[config.mk]
export PLATFORM = sky130hd
export DESIGN_NAME = fetch_unit_flat
export DESIGN_NICKNAME = d
export VERILOG_FILES = /design/src/rtl/fetch_pkg.sv /design/src/rtl/fetch_unit_if.sv /design/src/rtl/fetch_fifo.sv /design/src/rtl/fetch_unit.sv /design/src/flat_wrapper.sv
export SDC_FILE = /design/constraint.sdc
export NUM_CORES = 1
export LEC_CHECK = 0
export ABC_AREA = 1
export ABC_CLOCK_PERIOD_IN_PS = 10000
export CAP_MARGIN = 15
export CORE_MARGIN = 2
export CORE_UTILIZATION = 50
export CTS_CLUSTER_SIZE = 20
export DETAILED_ROUTE_END_ITERATION = 7
export PLACE_DENSITY = 0.82
export RECOVER_POWER = 25
export SLEW_MARGIN = 20
export SYNTH_ARGS = -nofsm -noshare
export SYNTH_HDL_FRONTEND = slang
export SYNTH_SLANG_ARGS = --single-unit
[constraint.sdc]
create_clock -name clk_in -period 10 [get_ports clk_in]
set_clock_uncertainty 0.05 [all_clocks]
set_input_delay 2 -clock clk_in [delete_from_list [all_inputs] [get_ports clk_in]]
set_output_delay 2 -clock clk_in [all_outputs]
set_load 0.01 [all_outputs]
[src/rtl/fetch_pkg.sv]
// Shared constants for the instruction fetch slice.
// Holds memory access encodings, the default reset PC and a helper that sizes
// counters able to hold the values 0..depth inclusive.
package fetch_pkg;

    localparam logic [1:0] ACC_BYTE = 2'b00;
    localparam logic [1:0] ACC_HALF = 2'b01;
    localparam logic [1:0] ACC_WORD = 2'b10;

    localparam logic MEM_READ  = 1'b0;
    localparam logic MEM_WRITE = 1'b1;

    localparam logic [31:0] DEFAULT_RESET_PC = 32'h8002_0000;

    // Counter width that holds 0..depth, e.g. 3 bits for depth 4.
    function automatic int unsigned cnt_width(input int unsigned depth);
        return $clog2(depth + 1);
    endfunction

endpackage

[src/rtl/fetch_unit_if.sv]
// Memory read bus between the fetch unit and main memory.
// master (fetch side): drives mem_req, mem_addr, mem_rw, mem_access_size;
//                      receives mem_ready, mem_rvalid, mem_rdata.
// slave (memory side): the mirror image.
// Responses are in order, one per accepted request, latency of at least one cycle.
interface fetch_unit_if #(
    parameter int unsigned ADDR_W  = 32,
    parameter int unsigned INSTR_W = 32
);
    logic               mem_req;
    logic [ADDR_W-1:0]  mem_addr;
    logic               mem_rw;
    logic [1:0]         mem_access_size;
    logic               mem_ready;
    logic               mem_rvalid;
    logic [INSTR_W-1:0] mem_rdata;

    modport master (
        output mem_req, mem_addr, mem_rw, mem_access_size,
        input  mem_ready, mem_rvalid, mem_rdata
    );

    modport slave (
        input  mem_req, mem_addr, mem_rw, mem_access_size,
        output mem_ready, mem_rvalid, mem_rdata
    );

endinterface

[src/rtl/fetch_fifo.sv]
// Synchronous instruction buffer holding {pc, instruction} entries.
// Ports: clk, rst_n (sync active-low), flush (empties the buffer, wins over push),
//        push/wdata, pop/rdata (head shown combinationally), count, empty, full.
// A push while full is accepted only when a pop happens in the same cycle.
module fetch_fifo
    import fetch_pkg::*;
#(
    parameter int unsigned WIDTH = 64,
    parameter int unsigned DEPTH = 4
) (
    input  logic                          clk,
    input  logic                          rst_n,
    input  logic                          flush,
    input  logic                          push,
    input  logic [WIDTH-1:0]              wdata,
    input  logic                          pop,
    output logic [WIDTH-1:0]              rdata,
    output logic [cnt_width(DEPTH)-1:0]   count,
    output logic                          empty,
    output logic                          full
);
    localparam int unsigned PTR_W = $clog2(DEPTH);
    localparam int unsigned CNT_W = cnt_width(DEPTH);

    logic [WIDTH-1:0] mem_q [DEPTH];
    logic [PTR_W-1:0] wr_ptr_q;
    logic [PTR_W-1:0] rd_ptr_q;
    logic [CNT_W-1:0] count_q;
    logic             do_push;
    logic             do_pop;

    always_comb begin
        empty   = (count_q == '0);
        full    = (count_q == CNT_W'(DEPTH));
        do_pop  = pop && !empty;
        do_push = push && (!full || do_pop);
        rdata   = mem_q[rd_ptr_q];
        count   = count_q;
    end

    // DEPTH is a power of two, so the pointers wrap naturally.
    always_ff @(posedge clk) begin
        if (!rst_n || flush) begin
            wr_ptr_q <= '0;
            rd_ptr_q <= '0;
            count_q  <= '0;
        end else begin
            if (do_push) wr_ptr_q <= wr_ptr_q + 1'b1;
            if (do_pop)  rd_ptr_q <= rd_ptr_q + 1'b1;
            count_q <= count_q + CNT_W'(do_push) - CNT_W'(do_pop);
        end
    end

    always_ff @(posedge clk) begin
        if (do_push) mem_q[wr_ptr_q] <= wdata;
    end

endmodule

[src/rtl/fetch_unit.sv]
// Instruction fetch stage: keeps the PC, issues word reads over the memory bus,
// buffers returned instructions with their PCs and hands them to decode.
// Ports: clk_in, rst_n_in (sync active-low), stall_in (decode back-pressure),
//        redirect_in/redirect_pc_in (load new PC, flush), mem (fetch_unit_if master),
//        instr_valid_out/instr_out/pc_out (FIFO head to decode).
// Optional macro FETCH_PERF_EN adds instr_count_out and bubble_count_out.
module fetch_unit
    import fetch_pkg::*;
#(
    parameter int unsigned        ADDR_W     = 32,
    parameter int unsigned        INSTR_W    = 32,
    parameter logic [ADDR_W-1:0]  RESET_PC   = ADDR_W'(DEFAULT_RESET_PC),
    parameter int unsigned        FIFO_DEPTH = 4,
    parameter int unsigned        PC_STEP    = 4
) (
    input  logic               clk_in,
    input  logic               rst_n_in,
    input  logic               stall_in,
    input  logic               redirect_in,
    input  logic [ADDR_W-1:0]  redirect_pc_in,
    fetch_unit_if.master       mem,
    output logic               instr_valid_out,
    output logic [INSTR_W-1:0] instr_out,
    output logic [ADDR_W-1:0]  pc_out
`ifdef FETCH_PERF_EN
    ,
    output logic [31:0]        instr_count_out,
    output logic [31:0]        bubble_count_out
`endif
);
    localparam int unsigned CNT_W = cnt_width(FIFO_DEPTH);
    localparam int unsigned SUM_W = CNT_W + 1;
    localparam int unsigned ENT_W = ADDR_W + INSTR_W;

    logic [ADDR_W-1:0] pc_q;
    logic [ADDR_W-1:0] resp_pc_q;
    logic [CNT_W-1:0]  inflight_q;
    logic [CNT_W-1:0]  drop_cnt_q;

    logic [CNT_W-1:0]  fifo_count;
    logic              fifo_empty;
    logic              fifo_full;
    logic              fifo_push;
    logic              fifo_pop;
    logic [ENT_W-1:0]  fifo_rdata;
    logic              accept;
    logic              drop;

    always_comb begin
        // Credit check: every outstanding request has a reserved FIFO slot.
        mem.mem_req = rst_n_in && !redirect_in &&
                      (({1'b0, inflight_q} + {1'b0, fifo_count}) < SUM_W'(FIFO_DEPTH));
        mem.mem_addr        = pc_q;
        mem.mem_rw          = MEM_READ;
        mem.mem_access_size = ACC_WORD;

        accept          = mem.mem_req && mem.mem_ready;
        drop            = mem.mem_rvalid && (drop_cnt_q != '0);
        instr_valid_out = rst_n_in && !fifo_empty;
        fifo_pop        = instr_valid_out && !stall_in;
        fifo_push       = mem.mem_rvalid && (drop_cnt_q == '0) && !redirect_in &&
                          (!fifo_full || fifo_pop);

        pc_out    = fifo_rdata[ENT_W-1 -: ADDR_W];
        instr_out = fifo_rdata[INSTR_W-1:0];
    end

    always_ff @(posedge clk_in) begin
        if (!rst_n_in) begin
            pc_q       <= RESET_PC;
            resp_pc_q  <= RESET_PC;
            inflight_q <= '0;
            drop_cnt_q <= '0;
        end else begin
            inflight_q <= inflight_q + CNT_W'(accept) - CNT_W'(mem.mem_rvalid);
            if (redirect_in) begin
                pc_q       <= redirect_pc_in;
                resp_pc_q  <= redirect_pc_in;
                // Everything still outstanding after this cycle's response is stale.
                drop_cnt_q <= inflight_q - CNT_W'(mem.mem_rvalid);
            end else begin
                if (accept)    pc_q       <= pc_q + ADDR_W'(PC_STEP);
                if (fifo_push) resp_pc_q  <= resp_pc_q + ADDR_W'(PC_STEP);
                if (drop)      drop_cnt_q <= drop_cnt_q - 1'b1;
            end
        end
    end

    fetch_fifo #(
        .WIDTH (ENT_W),
        .DEPTH (FIFO_DEPTH)
    ) u_fifo (
        .clk   (clk_in),
        .rst_n (rst_n_in),
        .flush (redirect_in),
        .push  (fifo_push),
        .wdata ({resp_pc_q, mem.mem_rdata}),
        .pop   (fifo_pop),
        .rdata (fifo_rdata),
        .count (fifo_count),
        .empty (fifo_empty),
        .full  (fifo_full)
    );

`ifdef FETCH_PERF_EN
    logic [31:0] instr_count_q;
    logic [31:0] bubble_count_q;

    always_ff @(posedge clk_in) begin
        if (!rst_n_in) begin
            instr_count_q  <= '0;
            bubble_count_q <= '0;
        end else begin
            if (fifo_pop)                        instr_count_q  <= instr_count_q + 1'b1;
            if (!stall_in && !instr_valid_out)   bubble_count_q <= bubble_count_q + 1'b1;
        end
    end

    always_comb begin
        instr_count_out  = instr_count_q;
        bubble_count_out = bubble_count_q;
    end
`endif

endmodule

[src/flat_wrapper.sv]
// flat-port wrapper written by rule: the top's interface ports become plain ports
module fetch_unit_flat import fetch_pkg::*;
#(
    parameter int unsigned        ADDR_W     = 32,
    parameter int unsigned        INSTR_W    = 32,
    parameter logic [ADDR_W-1:0]  RESET_PC   = ADDR_W'(DEFAULT_RESET_PC),
    parameter int unsigned        FIFO_DEPTH = 4,
    parameter int unsigned        PC_STEP    = 4
)
  (clk_in, rst_n_in, stall_in, redirect_in, redirect_pc_in, instr_valid_out, instr_out, pc_out, mem_mem_req, mem_mem_addr, mem_mem_rw, mem_mem_access_size, mem_mem_ready, mem_mem_rvalid, mem_mem_rdata);
  fetch_unit_if #(.ADDR_W(ADDR_W), .INSTR_W(INSTR_W)) mem_i ();
  input  logic clk_in;
  input  logic rst_n_in;
  input  logic stall_in;
  input  logic redirect_in;
  input  logic [ADDR_W-1:0] redirect_pc_in;
  output logic instr_valid_out;
  output logic [INSTR_W-1:0] instr_out;
  output logic [ADDR_W-1:0] pc_out;
  output wire logic [$bits(mem_i.mem_req)-1:0] mem_mem_req;
  output wire logic [$bits(mem_i.mem_addr)-1:0] mem_mem_addr;
  output wire logic [$bits(mem_i.mem_rw)-1:0] mem_mem_rw;
  output wire logic [$bits(mem_i.mem_access_size)-1:0] mem_mem_access_size;
  input wire logic [$bits(mem_i.mem_ready)-1:0] mem_mem_ready;
  input wire logic [$bits(mem_i.mem_rvalid)-1:0] mem_mem_rvalid;
  input wire logic [$bits(mem_i.mem_rdata)-1:0] mem_mem_rdata;
  assign mem_mem_req = mem_i.mem_req;
  assign mem_mem_addr = mem_i.mem_addr;
  assign mem_mem_rw = mem_i.mem_rw;
  assign mem_mem_access_size = mem_i.mem_access_size;
  assign mem_i.mem_ready = mem_mem_ready;
  assign mem_i.mem_rvalid = mem_mem_rvalid;
  assign mem_i.mem_rdata = mem_mem_rdata;
  fetch_unit #(.ADDR_W(ADDR_W), .INSTR_W(INSTR_W), .RESET_PC(RESET_PC), .FIFO_DEPTH(FIFO_DEPTH), .PC_STEP(PC_STEP)) u_core (.clk_in(clk_in), .rst_n_in(rst_n_in), .stall_in(stall_in), .redirect_in(redirect_in), .redirect_pc_in(redirect_pc_in), .mem(mem_i), .instr_valid_out(instr_valid_out), .instr_out(instr_out), .pc_out(pc_out));
endmodule
==> flow_summary_export.csv <==
group,metric,value,unit
status,status,"finished clean",
placement,dp_hpwl,22000,µm
synthesis,yosysWarnings,0,
clock_network,clockBufferDepth,3,
sta,period_minus_slack,6.53,ns
die,io_pins,171,
die,die_x,175,µm
synthesis,synth.avg_cell_area,9.95,µm²
power_and_ir_drop,p_per_area,178,nW/µm²
synthesis,ys_types,39,
sta,fmax,153,MHz
clock_network,cts_tree,"built",
hold_path,hold_class,"reg -> reg",
placement,place_congestion,0.981,
clock_network,cts_resized,0,
global_route,overflow,0,
synthesis,synthFlopType,"edfxtp_1",
clock_network,clk_latency,0.50,ns
die,core-area,28700,µm²
finish,final_cell_area,17700,µm²
synthesis,yosysSeqAreaShare,63.6,%
critical_path,crit_fanout,45,
sta,max_slew.worst_pin.slew,0.979,ns
critical_path,crit_path_start_kind,"input pin",
sta,finalHoldViolations,0,
detailed_routing,routedWlPerCell,17.4,µm
detailed_routing,first_pass_iters,7,
synthesis,netlist_area,14600,µm²
detailed_routing,ant_nets,0,
global_route,grt_pass1_vias,10900,
placement,placed_cell_area,16500,µm²
global_route,grt_pass1_wl,55300,µm
synthesis,async_flop_share,0,%
global_route,grt.total_usage,22.7,%
critical_path,path_class,"in -> out",
power_and_ir_drop,worst_ir_drop_vdd,0.117,mV
detailed_routing,drc_errors,0,
placement,io_buffers,167,
global_route,antenna_found_initial,0,
finish,layout_common_cells,"nand2_1, edfxtp_1, nor2_1, o21ai_0, clkdlybuf4s50_1",
finish,area_growth,21.3,%
finish,nets,1701,
finish,drive_gt1_share,5.25,%
finish,num_antenna_cells,0,
power_and_ir_drop,leakagePower,6.43,nW
detailed_routing,wl,35200,µm
synthesis,synth_cells,1466,
sta,setup_viol,0,
critical_path,worst-endpoint-required,7.95,ns
die,dieArea,30500,µm²
clock_network,cts_hold_buffers,0,
sta,tns,0,ns
clock_network,cts_setup_buffers,0,
sta,relSlewSlack,34.8,%
critical_path,crit_arrival,4.48,ns
sta,drv_slew,0,
detailed_routing,via_count,11100,
synthesis,synth_edf_count,256,
die,die_y,175,µm
sta,period_share,65.3,%
detailed_routing,via_per_inst,5.50,
clock_network,clock-root-buffer,"clkbuf_16",
clock_network,htree_levels,2,
die,fp-row-count,62,
detailed_routing,drt_iter0_markers,1053,
clock_network,path_clk_slew,0.06,ns
global_route,grt_max_degree,71,
synthesis,synth-seq-cells,335,
die,initial_utilization,50.8,%
sta,rsz0062_at_grt,"false",
job,max_cap_viol_count,0,
clock_network,cts_buffers,34,
critical_path,worstSetupEndpointType,"output port",
clock_network,cts_sinks,335,
[kinds of logic (layout without fill, tap and decap cells)]
group	Yosys count	count (layout)	synth area share, %
AND/OR/NAND/NOR	603	603	17.0
flip-flops	335	335	63.6
AO/OA/AOI/OAI	307	307	11.4
buffers and inverters	180	351	5.07
XOR/XNOR	21	21	1.26
adder cells (fa/ha/maj)	18	18	1.65
other	2	3	0.0515
[report_power, final]
group | internal (mW) | total (mW) | switching [mW] | leakage, nW
Clock | 0.791 | 1.30 | 0.511 | 0.572
Combinational | 0.113 | 0.253 | 0.140 | 2.86
Sequential | 1.54 | 1.59 | 0.0426 | 2.99
Total | 2.45 | 3.14 | 0.693 | 6.43
[area by class of cell]
cell class / instances / area [µm²]
timing repair buffer: 176 / 1730
sequential: 335 / 9270
tap: 384 / 480
fill: 2274 / 11000
inverter: 114 / 434
clock buffer: 40 / 925
multi-input combinational: 952 / 4610
clock inverter: 21 / 234
[final timing paths]
check,from,slack [ns],depth (start not counted),end
setup / recovery,rst_n_in,3.47,6,mem_mem_req
hold / removal,u_core.mem.mem_addr[0]$_SDFFE_PN0P_,0.41,2,u_core.mem.mem_addr[0]$_SDFFE_PN0P_
setup reg to reg,u_core.drop_cnt_q[0]$_SDFFE_PN0P_,7.03,12,u_core.u_fifo.count[2]$_SDFF_PP0_
hold reg to reg,u_core.mem.mem_addr[0]$_SDFFE_PN0P_,0.41,2,u_core.mem.mem_addr[0]$_SDFFE_PN0P_
[critical path: stages]
cell and delay (ns):
clkdlybuf4s50_1 1.02, inv_6 0.32, nor2_8 0.35, nand2_4 0.08
nor2_4 0.14, clkdlybuf4s50_1 0.56
[cell usage after synthesis, types with 2 or more instances]
master	instances	area [µm²]
nand3b_1	10	75.1
inv_2	2	7.51
nand4_1	10	62.6
ha_1	16	200
inv_1	109	409
o211ai_1	6	45.0
o21ai_1	4	20.0
nand2_1	256	961
fa_1	2	40.0
nand3_1	70	350
xnor2_1	7	61.3
nor2_4	2	22.5
dfxtp_1	79	1580
a31oi_1	7	43.8
buf_2	8	40.0
a21oi_1	53	265
conb_1	2	7.51
nor2_1	245	920
clkbuf_1	48	180
clkinv_1	2	7.51
edfxtp_1	256	7690
buf_4	5	37.5
nand2_4	3	33.8
o22ai_1	66	413
buf_6	4	45.0
xor2_1	14	123
o21ai_0	165	826
or2_2	4	25.0
[per-layer routing]
| metal | GRT usage, % | share of wire [%] |
|---|---|---|
| met1 | 30.8 | 42 |
| met2 | 38.5 | 48 |
| met3 | 3.11 | 8.6 |
| met4 | 6.35 | 2.2 |
| met5 | 0 | 0 |
[state kept, by name, indices dropped and copies added (netlist names), named ones only]
register                cells
u_core.drop_cnt_q           3
u_core.inflight_q           3
u_core.mem.mem_addr        32
u_core.resp_pc_q           32
u_core.u_fifo.count         3
u_core.u_fifo.mem_q       256
u_core.u_fifo.rd_ptr_q      2
u_core.u_fifo.wr_ptr_q      2
[stage by stage]
stage	instances	hold WS [ns]	utilization, %	setup slack (ns)	total power [mW]
2_1_floorplan	1467	0.407	-	4.15	1.74
6_report	2022	0.414	61.6	3.47	3.14
3_5_place_dp	1961	0.403	57.6	3.46	1.87
4_1_cts	2022	0.420	61.6	3.45	3.16
5_1_grt	2022	0.430	61.6	3.32	3.25
3_3_place_gp	1961	0.401	57.6	3.53	1.86
No activity file was read; power rests on OpenSTA's default activity.
